[src/rtl/dlx_pkg.sv]
// Shared DLX definitions used by the fetch front end: architectural NOP,
// datapath width, PC step and the prefetch entry layout.
package dlx_pkg;

  localparam int          DLX_XLEN    = 32;
  localparam logic [31:0] DLX_NOP     = 32'h00000015;
  localparam logic [31:0] DLX_PC_STEP = 32'd4;

  typedef struct packed {
    logic [DLX_XLEN-1:0] inst;
    logic [DLX_XLEN-1:0] pc4;
  } fetch_entry_t;

  function automatic logic [DLX_XLEN-1:0] align_pc(input logic [DLX_XLEN-1:0] pc);
    return pc & 32'hFFFF_FFFC;
  endfunction

endpackage

[src/rtl/dlx_fetch_unit_if.sv]
// Instruction-memory port. A request is accepted in the cycle where req and gnt
// are both high; rvalid/rdata return accepted requests in order, at least one cycle later.
interface dlx_fetch_unit_if;
  import dlx_pkg::*;

  logic                req;
  logic [DLX_XLEN-1:0] addr;
  logic                gnt;
  logic                rvalid;
  logic [DLX_XLEN-1:0] rdata;

  modport master (output req, output addr, input gnt, input rvalid, input rdata);
  modport slave  (input req, input addr, output gnt, output rvalid, output rdata);

endinterface

[src/rtl/fetch_fifo.sv]
// Small synchronous prefetch FIFO holding {instruction, pc+4}; flush empties it
// in one cycle. Registers update on the falling clock edge like the pipeline.
module fetch_fifo #(
  parameter  int WIDTH = 64,
  parameter  int DEPTH = 2,
  localparam int CNT_W = $clog2(DEPTH + 1),
  localparam int PTR_W = (DEPTH > 1) ? $clog2(DEPTH) : 1
) (
  input  logic             clk,
  input  logic             rst_n,
  input  logic             i_push,
  input  logic [WIDTH-1:0] i_push_data,
  input  logic             i_pop,
  input  logic             i_flush,
  output logic [CNT_W-1:0] o_count,
  output logic [WIDTH-1:0] o_head
);

  logic [WIDTH-1:0] r_mem [DEPTH];
  logic [PTR_W-1:0] r_rd;
  logic [PTR_W-1:0] r_wr;
  logic [CNT_W-1:0] r_count;

  function automatic logic [PTR_W-1:0] next_ptr(input logic [PTR_W-1:0] p);
    return (p == PTR_W'(DEPTH - 1)) ? '0 : p + 1'b1;
  endfunction

  always_ff @(negedge clk or negedge rst_n) begin
    if (!rst_n) begin
      r_rd    <= '0;
      r_wr    <= '0;
      r_count <= '0;
    end else if (i_flush) begin
      r_rd    <= '0;
      r_wr    <= '0;
      r_count <= '0;
    end else begin
      if (i_push) r_wr <= next_ptr(r_wr);
      if (i_pop)  r_rd <= next_ptr(r_rd);
      case ({i_push, i_pop})
        2'b10:   r_count <= r_count + 1'b1;
        2'b01:   r_count <= r_count - 1'b1;
        default: ;
      endcase
    end
  end

  always_ff @(negedge clk) begin
    if (i_push && !i_flush) r_mem[r_wr] <= i_push_data;
  end

  assign o_count = r_count;
  assign o_head  = r_mem[r_rd];

endmodule

[src/rtl/dlx_fetch_unit.sv]
// DLX instruction-fetch front end: in-order imem requests, prefetch buffering,
// decode-stall hold and branch redirect with wrong-path response discarding.
module dlx_fetch_unit
  import dlx_pkg::*;
#(
  parameter logic [31:0] RESET_PC = 32'h0,
  parameter int          DEPTH    = 2,
  parameter logic [31:0] NOP_INST = DLX_NOP
) (
  input  logic                    clk,
  input  logic                    rst_n,
  dlx_fetch_unit_if.master        imem,
  input  logic                    stall_id,
  input  logic                    branch_id,
  input  logic [DLX_XLEN-1:0]     branch_pc_id,
  output logic [DLX_XLEN-1:0]     inst_id,
  output logic [DLX_XLEN-1:0]     pc_plus_four_id,
  output logic                    valid_id
);

  localparam int               CNT_W   = $clog2(DEPTH + 1);
  localparam logic [CNT_W-1:0] DEPTH_C = CNT_W'(DEPTH);

  logic                r_run;
  logic [DLX_XLEN-1:0] r_fetch_pc;
  logic [DLX_XLEN-1:0] r_resp_pc;
  logic [DLX_XLEN-1:0] r_last_pc4;
  logic [CNT_W-1:0]    r_outstanding;
  logic [CNT_W-1:0]    r_discard;

  logic [CNT_W-1:0]    w_count;
  logic [CNT_W-1:0]    w_out_next;
  fetch_entry_t        w_head;
  fetch_entry_t        w_push_data;
  logic                w_redirect;
  logic                w_grant;
  logic                w_resp;
  logic                w_push;
  logic                w_pop;
  logic                w_valid;

  assign w_redirect = branch_id && !stall_id;

  // Requests wait one cycle after reset and never overlap a redirect.
  assign imem.req  = r_run && ((r_outstanding + w_count) < DEPTH_C) && !w_redirect;
  assign imem.addr = r_fetch_pc;

  assign w_grant = imem.req && imem.gnt;
  // Responses with nothing outstanding are stale (issued before a reset).
  assign w_resp  = imem.rvalid && (r_outstanding != '0);
  assign w_push  = w_resp && !w_redirect && (r_discard == '0);
  assign w_valid = (w_count != '0);
  assign w_pop   = w_valid && !stall_id && !w_redirect;

  assign w_push_data = '{inst: imem.rdata, pc4: r_resp_pc + DLX_PC_STEP};

  always_comb begin
    w_out_next = r_outstanding;
    case ({w_grant, w_resp})
      2'b10:   w_out_next = r_outstanding + 1'b1;
      2'b01:   w_out_next = r_outstanding - 1'b1;
      default: ;
    endcase
  end

  fetch_fifo #(
    .WIDTH ($bits(fetch_entry_t)),
    .DEPTH (DEPTH)
  ) u_fifo (
    .clk         (clk),
    .rst_n       (rst_n),
    .i_push      (w_push),
    .i_push_data (w_push_data),
    .i_pop       (w_pop),
    .i_flush     (w_redirect),
    .o_count     (w_count),
    .o_head      (w_head)
  );

  always_ff @(negedge clk or negedge rst_n) begin
    if (!rst_n) begin
      r_run         <= 1'b0;
      r_fetch_pc    <= RESET_PC;
      r_resp_pc     <= RESET_PC;
      r_last_pc4    <= RESET_PC;
      r_outstanding <= '0;
      r_discard     <= '0;
    end else begin
      r_run         <= 1'b1;
      r_outstanding <= w_out_next;
      if (w_valid) r_last_pc4 <= w_head.pc4;
      if (w_redirect) begin
        // Everything still in flight after this cycle belongs to the wrong path.
        r_fetch_pc <= align_pc(branch_pc_id);
        r_resp_pc  <= align_pc(branch_pc_id);
        r_discard  <= w_out_next;
      end else begin
        if (w_grant) r_fetch_pc <= r_fetch_pc + DLX_PC_STEP;
        if (w_resp && (r_discard != '0)) r_discard <= r_discard - 1'b1;
        if (w_push) r_resp_pc <= r_resp_pc + DLX_PC_STEP;
      end
    end
  end

  assign valid_id        = w_valid;
  assign inst_id         = w_valid ? w_head.inst : NOP_INST;
  assign pc_plus_four_id = w_valid ? w_head.pc4  : r_last_pc4;

endmodule
[src/flat_wrapper.sv]
// flat-port wrapper written by rule: the top's interface ports become plain ports
module dlx_fetch_unit_flat import dlx_pkg::*;
#(
  parameter logic [31:0] RESET_PC = 32'h0,
  parameter int          DEPTH    = 2,
  parameter logic [31:0] NOP_INST = DLX_NOP
)
  (clk, rst_n, stall_id, branch_id, branch_pc_id, inst_id, pc_plus_four_id, valid_id, imem_req, imem_addr, imem_gnt, imem_rvalid, imem_rdata);
  dlx_fetch_unit_if imem_i ();
  input  logic clk;
  input  logic rst_n;
  input  logic stall_id;
  input  logic branch_id;
  input  logic [DLX_XLEN-1:0] branch_pc_id;
  output logic [DLX_XLEN-1:0] inst_id;
  output logic [DLX_XLEN-1:0] pc_plus_four_id;
  output logic valid_id;
  output wire logic [$bits(imem_i.req)-1:0] imem_req;
  output wire logic [$bits(imem_i.addr)-1:0] imem_addr;
  input wire logic [$bits(imem_i.gnt)-1:0] imem_gnt;
  input wire logic [$bits(imem_i.rvalid)-1:0] imem_rvalid;
  input wire logic [$bits(imem_i.rdata)-1:0] imem_rdata;
  assign imem_req = imem_i.req;
  assign imem_addr = imem_i.addr;
  assign imem_i.gnt = imem_gnt;
  assign imem_i.rvalid = imem_rvalid;
  assign imem_i.rdata = imem_rdata;
  dlx_fetch_unit #(.RESET_PC(RESET_PC), .DEPTH(DEPTH), .NOP_INST(NOP_INST)) u_core (.clk(clk), .rst_n(rst_n), .imem(imem_i), .stall_id(stall_id), .branch_id(branch_id), .branch_pc_id(branch_pc_id), .inst_id(inst_id), .pc_plus_four_id(pc_plus_four_id), .valid_id(valid_id));
endmodule
[config.mk]
export PLATFORM = sky130hd
export DESIGN_NAME = dlx_fetch_unit_flat
export DESIGN_NICKNAME = d
export VERILOG_FILES = /design/src/rtl/dlx_pkg.sv /design/src/rtl/dlx_fetch_unit_if.sv /design/src/rtl/fetch_fifo.sv /design/src/rtl/dlx_fetch_unit.sv /design/src/flat_wrapper.sv
export SDC_FILE = /design/constraint.sdc
export NUM_CORES = 1
export LEC_CHECK = 0
export BUFFER_PORTS_ARGS = -buffer_cell sky130_fd_sc_hd__buf_2
export CAP_MARGIN = 20
export CORE_AREA = 5 5 132 184
export DETAILED_ROUTE_END_ITERATION = 12
export DIE_AREA = 0 0 137 189
export PLACE_DENSITY_LB_ADDON = 0.25
export RECOVER_POWER = 50
export SYNTH_ARGS = -nofsm -noshare
export SYNTH_HDL_FRONTEND = slang
export SYNTH_SLANG_ARGS = --single-unit
[constraint.sdc]
create_clock -name clk -period 8.1 [get_ports clk]
set_input_delay 1.215 -clock clk [delete_from_list [all_inputs] [get_ports clk]]
set_output_delay 1.215 -clock clk [all_outputs]
set_load 0.02 [all_outputs]
==> key figures, run 1 <==
Yosys
  – Sequential area share after synthesis: a little over three fifths
  – Yosys reg bits: 225
  – Top cells by count, synth: edfxtp_1, dfrtn_1, nor2_1
  – Yosys cell types: 43
  – Area fraction of the dominant cell type after synthesis: a little under two fifths
  – Largest cells by area after synthesis: edfxtp_1, dfrtn_1, mux2i_1
  – Most numerous cell in the Yosys netlist: edfxtp_1
  – Post-synth EDFFs: approximately 120
  – Post-synth top area cell: edfxtp_1
  – Mapped Cells: ~840
  – Mean Syn Cell Area: 11.9 um^2
  – Synth Cell Area: around 0.0099 mm^2
  – Yosys warns: 0
  – Asr flop ratio synth: 44.9%
  – Top FF cell, synth: edfxtp_1

Clock tree
  – TritonCTS clock tree: built
  – CTS clk-pin slew, worst paths: about 0.050 ns
  – TritonCTS Buffers: 22
  – CTS-repair resized insts: 0
  – Sink Count: ~230
  – Post-CTS Hold Buffers: 0
  – CTS HTree Levels: 1
  – Clock Root Buffer: clkbuf_16
  – Number of buffers added for setup after CTS: 0
  – Max clock buf depth: 3
  – Clock latency on the worst-skew pair: between 0.5 and 0.6 ns

Status
  – Status: finished with violations
  – Violated checks: max-capacitance violations, max-slew violations

Floorplanning
  – Die width: about 140 um
  – Row count: between 60 and 70
  – Starting density of the core: between 40% and 50%
  – Core Area: approximately 0.022 mm^2
  – Die Area: 0.0259 mm^2
  – Die Y: 189 um
  – Io pins: roughly 170

Detailed routing
  – Post-DR vias/cell: around 5.1
  – Routed WL: around 22,000 um
  – Post-route antenna net violation count: 0
  – DRT iter0 DRCs: around 270
  – Post-route DRC violation count: 0
  – Router iterations before antenna repair: 5
  – WL per Instance: 15.5 um
  – Vias: just over 7,000

Power
  – Leak: a little over 5 nW
  – Pwr dens: ~350 mW/mm^2
  – Worst vdd ir: roughly 0.15 mV

Timing
  – Slew Limit Fails: 90
  – RSZ-0062 raised after global routing: no
  – Setup TNS: 0 ns
  – Post-route clock skew: approximately 0.060 ns
  – Worst slew margin: -83.6%
  – Final Hold Viols: 0
  – Final setup violation count: 0
  – Worst Max-Slew Pin Slew: roughly 2.8 ns

Final layout
  – Antenna diodes: 0
  – Final nets: about 1,200
  – FILL cells: 1,987
  – Synth-to-layout area growth: 24.1%
  – Area occupied by multi-input gates: between 0.003 and 0.004 mm^2
  – Layout cells sized above 1: about 17%
  – Util after Layout: a little over half
  – Reg area: roughly 0.0063 mm^2

Setup path
  – CP startpoint kind: flip-flop
  – R2r startpoint: u_core.r_resp_pc[11]$_DFFE_NN0P_
  – Setup Crit Path Kind: flip-flop to output port
  – Critical Path AT: roughly 6.4 ns
  – Crit path from: u_core.u_fifo.o_count[1]$_DFFE_NN0P_
  – Worst path required time: around 7 ns
  – Largest fanout on the critical path: 32
  – Critical path capture point type: output port
  – R2R Setup Slk: 4.90 ns

Global routing
  – First-pass GRT wire length: 35,600 um
  – Number of global-route vias before repair: 7,269
  – Initial antenna violation count: 0
  – Largest net degree at the start of global routing: 63
  – Overflow after GRT: 0
  – GRT Util Overall: between 10% and 20%

Place
  – Hpwl dp: 15,300 um
  – Final GP Congestion: 0.824
  – Number of port buffers: ~160

Hold path
  – Min-delay worst type: flip-flop to flip-flop
  – Hold path start: u_core.r_last_pc4[1]$_DFF_NN0_

Flow run
  – Max Cap Viol: 2
-- area by class of cell --
type | count | share of cell area, %
multi-input combinational | 553 | 28.0
sequential | 225 | 50.9
tap | 301 | 3.07
timing repair buffer | 185 | 7.83
inverter | 8 | 0.245
clock inverter | 132 | 4.79
clock buffer | 31 | 5.19
-- registers in the layout, indices dropped and copies added, names as in the netlist --
register	flops
u_core.r_outstanding	2
u_core.r_resp_pc	30
u_core.r_run	1
u_core.u_fifo.r_rd	1
u_core.imem.addr	30
u_core.r_discard	2
u_core.r_last_pc4	32
u_core.u_fifo.r_wr	1
u_core.u_fifo.o_count	2
u_core.u_fifo.r_mem	124
-- cells in the final DEF (no fill, tap or decap), types with 26 or more instances in the layout --
master / count
buf_2: 139
inv_1: 132
edfxtp_1: 124
dfrtn_1: 101
nor2_1: 85
nand2_1: 80
mux2i_1: 64
o21ai_0: 42
clkbuf_1: 36
xnor2_1: 35
a21oi_1: 33
xor2_1: 30
nand3_1: 26
-- power by group --
group	leakage, nW	total (mW)	internal (mW)	switching [mW]
Sequential	2.29	1.62	1.48	0.138
Combinational	1.87	1.43	0.484	0.949
Clock	1.03	1.30	0.727	0.572
-- worst max-delay path, stage by stage, from the launching register on --
cell	delay (ns)
dfrtn_1	0.44
nor2_4	0.62
buf_4	0.34
nand2_1	0.08
o21ai_0	0.15
buf_2	0.24
-- kinds of logic (layout without fill, tap and decap cells) --
| group | Yosys count | after routing | synth area share (%) |
|---|---|---|---|
| AO/OA/AOI/OAI | 129 | 129 | 7.69 |
| XOR/XNOR | 65 | 65 | 5.75 |
| adder cells (fa/ha/maj) | 4 | 4 | 0.506 |
| buffers and inverters | 58 | 356 | 2.33 |
| flip-flops | 225 | 225 | 63.2 |
| multiplexers | 65 | 65 | 6.59 |
| other | 2 | 3 | 0.0759 |
| AND/OR/NAND/NOR | 287 | 287 | 13.9 |
-- per-stage QoR --
stage               hold slack [ns]  worst slack [ns]  power (mW)  area [um^2]  instances
finish                        0.428             0.442        4.35        12300       1435
global placement              0.422             0.938        3.16        11100       1273
CTS                           0.424             0.382        4.41        12300       1435
detailed placement            0.424             0.960        3.18        11100       1273
global route                  0.438             0.147        4.64        12300       1435
floorplan                     0.425             0.306        2.66         9910        836
-- final timing paths --
check                           cells after the start                                   end
worst max-delay path                                5                   pc_plus_four_id[23]
worst min-delay path                                1        u_core.r_last_pc4[1]$_DFF_NN0_
worst max register to register                      5  u_core.u_fifo.r_mem[0][31]$_DFFE_NP_
worst min register to register                      1        u_core.r_last_pc4[1]$_DFF_NN0_
max in group asynchronous                           2      u_core.imem.addr[26]$_DFFE_NN0P_
min in group asynchronous                           1        u_core.r_last_pc4[9]$_DFF_NN0_
-- layer usage --
metal	track usage [%]	wire length (um)	part of all wire, %
met1	21.0	9150	41
met2	29.4	11100	50
met3	3.00	1370	6.1
met4	5.99	592	2.7
met5	0	0	0
(Power assumes the default switching activity.)
==> run 2: changes to the inputs <==
Clock period 8.1 ns to 9.35 ns, I/O delays scaled along.
==> run 2 against run 1 <==
Against the previous run: the run still ends with max-capacitance violations, max-slew violations left; flip-flop and latch count unchanged; global-route usage increased by 0.075 points; clock power decreased by 15%; largest cell class unchanged; largest power group unchanged; highest routed layer is now met5.
==> key figures, run 2 (synthesized netlist as in run 1, its figures left out) <==
Clock tree
  – CTS-repair resized insts: 0
  – CTS clk-pin slew, worst paths: around 0.050 ns
  – Max clock buf depth: 3
  – Clock latency on the worst-skew pair: about 0.57 ns
  – TritonCTS Buffers: 22
  – Sink Count: 225
  – Post-CTS Hold Buffers: 0
  – TritonCTS clock tree: built
  – Clock Root Buffer: clkbuf_16
  – CTS HTree Levels: 1
  – Number of buffers added for setup after CTS: 0

Global routing
  – Met1 Use GR: 20.9%
  – Overflow after GRT: 0
  – Met3 Usage GRT: under 10%
  – Largest net degree at the start of global routing: 63
  – Number of global-route vias before repair: about 7,300
  – Grt met2 use: around 29%
  – GRT Util Overall: roughly 17%
  – Initial antenna violation count: 1
  – GR peak layer: met2
  – First-pass GRT wire length: around 36,000 um

Place
  – Hpwl dp: ~15,000 um
  – Final GP Congestion: slightly above 0.8
  – Number of port buffers: ~160
  – Cell Area, Placed: around 0.011 mm^2

Detailed routing
  – DRT iter0 DRCs: roughly 330
  – Vias: between 7,000 and 8,000
  – Router iterations before antenna repair: 4
  – Post-route DRC violation count: 0
  – Routed WL: between 20,000 and 25,000 um
  – WL per Instance: 15.6 um
  – Post-route antenna net violation count: 0
  – Post-DR vias/cell: roughly 5

Timing
  – Final Hold Viols: 0
  – Slew Limit Fails: 98
  – Setup TNS: 0 ns
  – Post-route clock skew: between 0.05 and 0.06 ns
  – Worst slew margin: -14.2%
  – RSZ-0062 raised after global routing: no
  – Worst Max-Slew Pin Slew: ~1.7 ns
  – Final setup violation count: 0

Hold path
  – Hold path start: u_core.r_last_pc4[8]$_DFF_NN0_
  – Min-delay worst type: flip-flop to flip-flop
  – WHS Path Cells: 2

Status
  – Status: finished with violations
  – Violated checks: max-capacitance violations, max-slew violations

Final layout
  – Top Registers: u_core.u_fifo.r_mem: 124 flops, u_core.r_last_pc4: 32 flops
  – Final nets: 1,188
  – Layout cells sized above 1: roughly 18%
  – Antenna diodes: 0
  – Synth-to-layout area growth: 24.0%
  – Largest register FFs: between 100 and 150
  – Most frequent cells in the layout: buf_2, inv_1, edfxtp_1, dfrtn_1, nor2_1
  – Area occupied by multi-input gates: 0.00344 mm^2
  – Most flop-heavy register: u_core.u_fifo.r_mem
  – Final instance area: ~0.012 mm^2
  – Reg area: 0.00625 mm^2
  – Most common cell after layout, fill and taps aside: buf_2
  – FILL cells: approximately 2,000

Setup path
  – Worst path required time: around 5.2 ns
  – Setup Crit Path Kind: input port to flip-flop
  – R2r startpoint: u_core.r_resp_pc[11]$_DFFE_NN0P_
  – CP Cell Sequence: clkbuf_1 > nand2b_2 > clkbuf_1 > nand3_1 > or4_1 > a31oi_1
  – Crit path from: stall_id
  – Critical path's slowest cell: clkbuf_1
  – Critical path capture point type: flip-flop
  – Max stage delay on crit path: about 1.1 ns
  – Most used cell, CP: clkbuf_1
  – Largest fanout on the critical path: 35
  – Worst r2r path cells: 5
  – CP startpoint kind: input port
  – Critical Path AT: 4.37 ns

Floorplanning
  – Row count: 65
  – Die Area: about 0.026 mm^2
  – Starting density of the core: ~44%
  – Die Y: ~190 um
  – Die width: roughly 140 um
  – Io pins: between 150 and 200
  – Core Area: approximately 0.022 mm^2

Power
  – Leak: 5.20 nW
  – Worst vdd ir: between 0.15 and 0.2 mV
  – Pwr dens: 305 mW/mm^2

Flow run
  – Max Cap Viol: 2
run 2: path summary, 6_finish.rpt:
kind                       slack [ns]                              endpoint
max in group asynchronous        2.42      u_core.r_resp_pc[27]$_DFFE_NN0P_
max reg2reg                      6.11  u_core.u_fifo.r_mem[1][31]$_DFFE_NP_
min                              0.43        u_core.r_last_pc4[8]$_DFF_NN0_
min reg2reg                      0.43        u_core.r_last_pc4[8]$_DFF_NN0_
max                              0.83      u_core.imem.addr[16]$_DFFE_NN0P_
min in group asynchronous        5.87        u_core.r_last_pc4[9]$_DFF_NN0_
run 2: report_power, final:
part | total (mW) | internal [mW] | switching (mW)
combinational | 1.24 | 0.413 | 0.824
sequential | 1.41 | 1.29 | 0.121
clock | 1.11 | 0.609 | 0.496
total | 3.75 | 2.31 | 1.44
run 2: metal layers:
metal  vias up  share of wire (%)
met5         -              0.036
met3        37                6.2
li1       3600                  -
met1      3521                 41
met2       180                 50
met4         2                2.6
run 2: area by class of cell:
class,instances,share of cell area [%]
Sequential cell,225,50.9
Timing Repair Buffer,180,7.78
Inverter,8,0.245
Clock buffer,29,5.21
Tap cell,301,3.07
Multi-Input combinational cell,553,28.0
Clock inverter,135,4.74
run 2: critical path: cells and delay by family:
kind	cells	cell delay, ns
compound gates	1	0.18
buf+inv	2	1.45
simple gates	3	1.32
run 2: metrics by stage:
stage / util (%) / hold slack (ns) / std cells / setup WS [ns] / power (mW)
finish: 54.9 / 0.429 / 1431 / 0.834 / 3.75
global route: 54.9 / 0.451 / 1431 / 0.524 / 4.01
CTS: 55.1 / 0.438 / 1431 / 0.848 / 3.81
detailed placement: 49.6 / 0.438 / 1268 / 1.17 / 2.76
global placement: 49.6 / 0.420 / 1268 / 1.18 / 2.73
floorplan: - / 0.425 / 836 / 0.281 / 2.31
==> run 3: changes to the inputs <==
Settings changed: GPL_TIMING_DRIVEN set to 0.
==> run 3 against run 2 <==
Against the previous run: first-iteration DRC count shrank 2.1%; cell count grew 2.6%; critical path type is now flip-flop to output port; die area is the same; clock-buffer cell count shrank 2; via count grew 2.4%; the flow still finishes with violations (max-capacitance violations, max-slew violations); non-clock buffer count grew 35; sequential share of layout area shrank 0.65 points; power grew 2.0%; worst setup slack lost 0.28 ns; largest cell class unchanged; combinational power grew 3%.
==> key figures, run 3 (synthesized netlist as in run 1, its figures left out) <==
Global routing
  – First-pass GRT wire length: 38,600 um
  – Number of global-route vias before repair: 7,830
  – Overflow after GRT: 0
  – Initial antenna violation count: 0
  – GRT Util Overall: 18.6%
  – Largest net degree at the start of global routing: 65

Timing
  – Final Hold Viols: 0
  – Post-route clock skew: around 0.062 ns
  – Slew Limit Fails: 38
  – Fin worst setup slack: roughly 0.56 ns
  – Min Hold Slack: approximately 0.42 ns
  – Worst Max-Slew Pin Slew: between 2 and 2.5 ns
  – Final setup violation count: 0
  – Worst slew margin: -57.1%
  – RSZ-0062 raised after global routing: no

Final layout
  – Util after Layout: around 56%
  – Top Registers: u_core.u_fifo.r_mem: 124 flops, u_core.r_last_pc4: 32 flops
  – Layout cells sized above 1: between 10% and 20%
  – Reg area: between 0.006 and 0.007 mm^2
  – Most common cell after layout, fill and taps aside: buf_2
  – Largest register FFs: roughly 120
  – Most flop-heavy register: u_core.u_fifo.r_mem
  – Most frequent cells in the layout: buf_2, inv_1, edfxtp_1, dfrtn_1, nor2_1
  – Finished Layout Cells: around 1,500
  – Antenna diodes: 0
  – Final instance area: approximately 0.012 mm^2
  – FILL cells: just under 2,000
  – Final nets: around 1,200
  – Synth-to-layout area growth: 25.6%
  – Area occupied by multi-input gates: around 0.0034 mm^2

Clock tree
  – CTS HTree Levels: 1
  – CTS-repair resized insts: 0
  – TritonCTS clock tree: built
  – Number of buffers added for setup after CTS: 0
  – Sink Count: about 230
  – Clock latency on the worst-skew pair: between 0.5 and 0.6 ns
  – TritonCTS Buffers: 23
  – CTS clk-pin slew, worst paths: 0.05 ns
  – Clock Root Buffer: clkbuf_16
  – Max clock buf depth: 3
  – Post-CTS Hold Buffers: 0

Place
  – Number of port buffers: 162
  – Placed Cells: about 1,300
  – Hpwl dp: around 17,000 um
  – Pre-CTS setup slack: around 0.44 ns
  – Final GP Congestion: about 0.82
  – Cell Area, Placed: 0.0112 mm^2

Floorplanning
  – Die Y: between 150 and 200 um
  – Core Area: between 0.02 and 0.025 mm^2
  – Starting density of the core: ~44%
  – Io pins: 168
  – Row count: 65
  – Die width: around 140 um
  – Die Area: ~0.026 mm^2

Status
  – Status: finished with violations
  – Violated checks: max-capacitance violations, max-slew violations

Detailed routing
  – Router iterations before antenna repair: 5
  – Vias: between 7,000 and 8,000
  – DRT iter0 DRCs: 324
  – Routed WL: ~24,000 um
  – Post-DR vias/cell: a little over 5
  – WL per Instance: ~16 um
  – Post-route DRC violation count: 0
  – Post-route antenna net violation count: 0

Setup path
  – CP startpoint kind: flip-flop
  – Worst path top cell family by delay: buffers and inverters
  – Setup Crit Path Kind: flip-flop to output port
  – Most used cell, CP: clkbuf_1
  – Largest fanout on the critical path: 10
  – Critical Path AT: around 7.4 ns
  – Critical path capture point type: output port
  – Max stage delay on crit path: roughly 0.63 ns
  – Worst path required time: slightly below 8 ns
  – Critical path's slowest cell: clkbuf_1
  – CP Cell Sequence: clkbuf_1 > clkbuf_1 > mux2i_1 > o21ai_0 > buf_2
  – Bufs and invs on worst path: 3

Power
  – Pwr dens: 308 mW/mm^2
  – Worst vdd ir: 0.139 mV
  – Leak: between 5 and 6 nW

Flow run
  – Max Cap Viol: 1

Hold path
  – Min-delay worst type: flip-flop to flip-flop
## run 3: final timing paths
check	startpoint	end	slack (ns)	cells past startpoint
worst max register to register	u_core.r_resp_pc[11]$_DFFE_NN0P_	u_core.u_fifo.r_mem[1][31]$_DFFE_NP_	6.19	7
max in group asynchronous	rst_n	u_core.r_last_pc4[25]$_DFF_NN0_	1.85	1
min in group asynchronous	rst_n	u_core.r_last_pc4[12]$_DFF_NN0_	6.14	1
worst min-delay path	u_core.r_last_pc4[25]$_DFF_NN0_	u_core.r_last_pc4[25]$_DFF_NN0_	0.42	2
worst max-delay path	u_core.u_fifo.r_rd$_DFFE_NN0P_	pc_plus_four_id[7]	0.56	5
worst min register to register	u_core.r_last_pc4[25]$_DFF_NN0_	u_core.r_last_pc4[25]$_DFF_NN0_	0.42	2
## run 3: worst register-to-register path, stage by stage (launching register included)
cell and delay, ns:
dfrtn_1 0.39, clkbuf_1 0.26, nand4_1 0.26, nor3_1 0.80
nand4_1 0.43, clkbuf_1 0.33, nor3_1 0.23, xor2_1 0.30
## run 3: routing by layer
layer / up-vias / global-route usage (%) / wire length, um
met5: - / 0 / 0
met4: 0 / 6.07 / 524
met3: 33 / 3.03 / 1320
met2: 218 / 34.1 / 12900
met1: 3602 / 21.8 / 9470
li1: 3664 / - / -
## run 3: report_power, final
group	internal, mW	total (mW)	switching, mW
registers	1.28	1.39	0.107
clock network	0.628	1.15	0.525
logic	0.411	1.28	0.869
total	2.32	3.82	1.50
## run 3: metrics by stage
| step | total power [mW] | setup TNS (ns) |
|---|---|---|
| 6_report | 3.82 | 0 |
| 5_1_grt | 4.09 | 0 |
| 4_1_cts | 3.88 | 0 |
| 3_5_place_dp | 2.78 | 0 |
| 3_3_place_gp | 2.74 | -97.53 |
| 2_1_floorplan | 2.31 | 0 |
## run 3: final cells by class
| cell class | instances | share of cell area, % |
|---|---|---|
| multi-input combinational | 553 | 27.6 |
| clock inverter | 139 | 5.06 |
| buffer | 49 | 1.57 |
| inverter | 8 | 0.242 |
| tap | 301 | 3.03 |
| timing repair buffer | 166 | 7.03 |
| sequential | 225 | 50.3 |
| clock buffer | 27 | 5.16 |
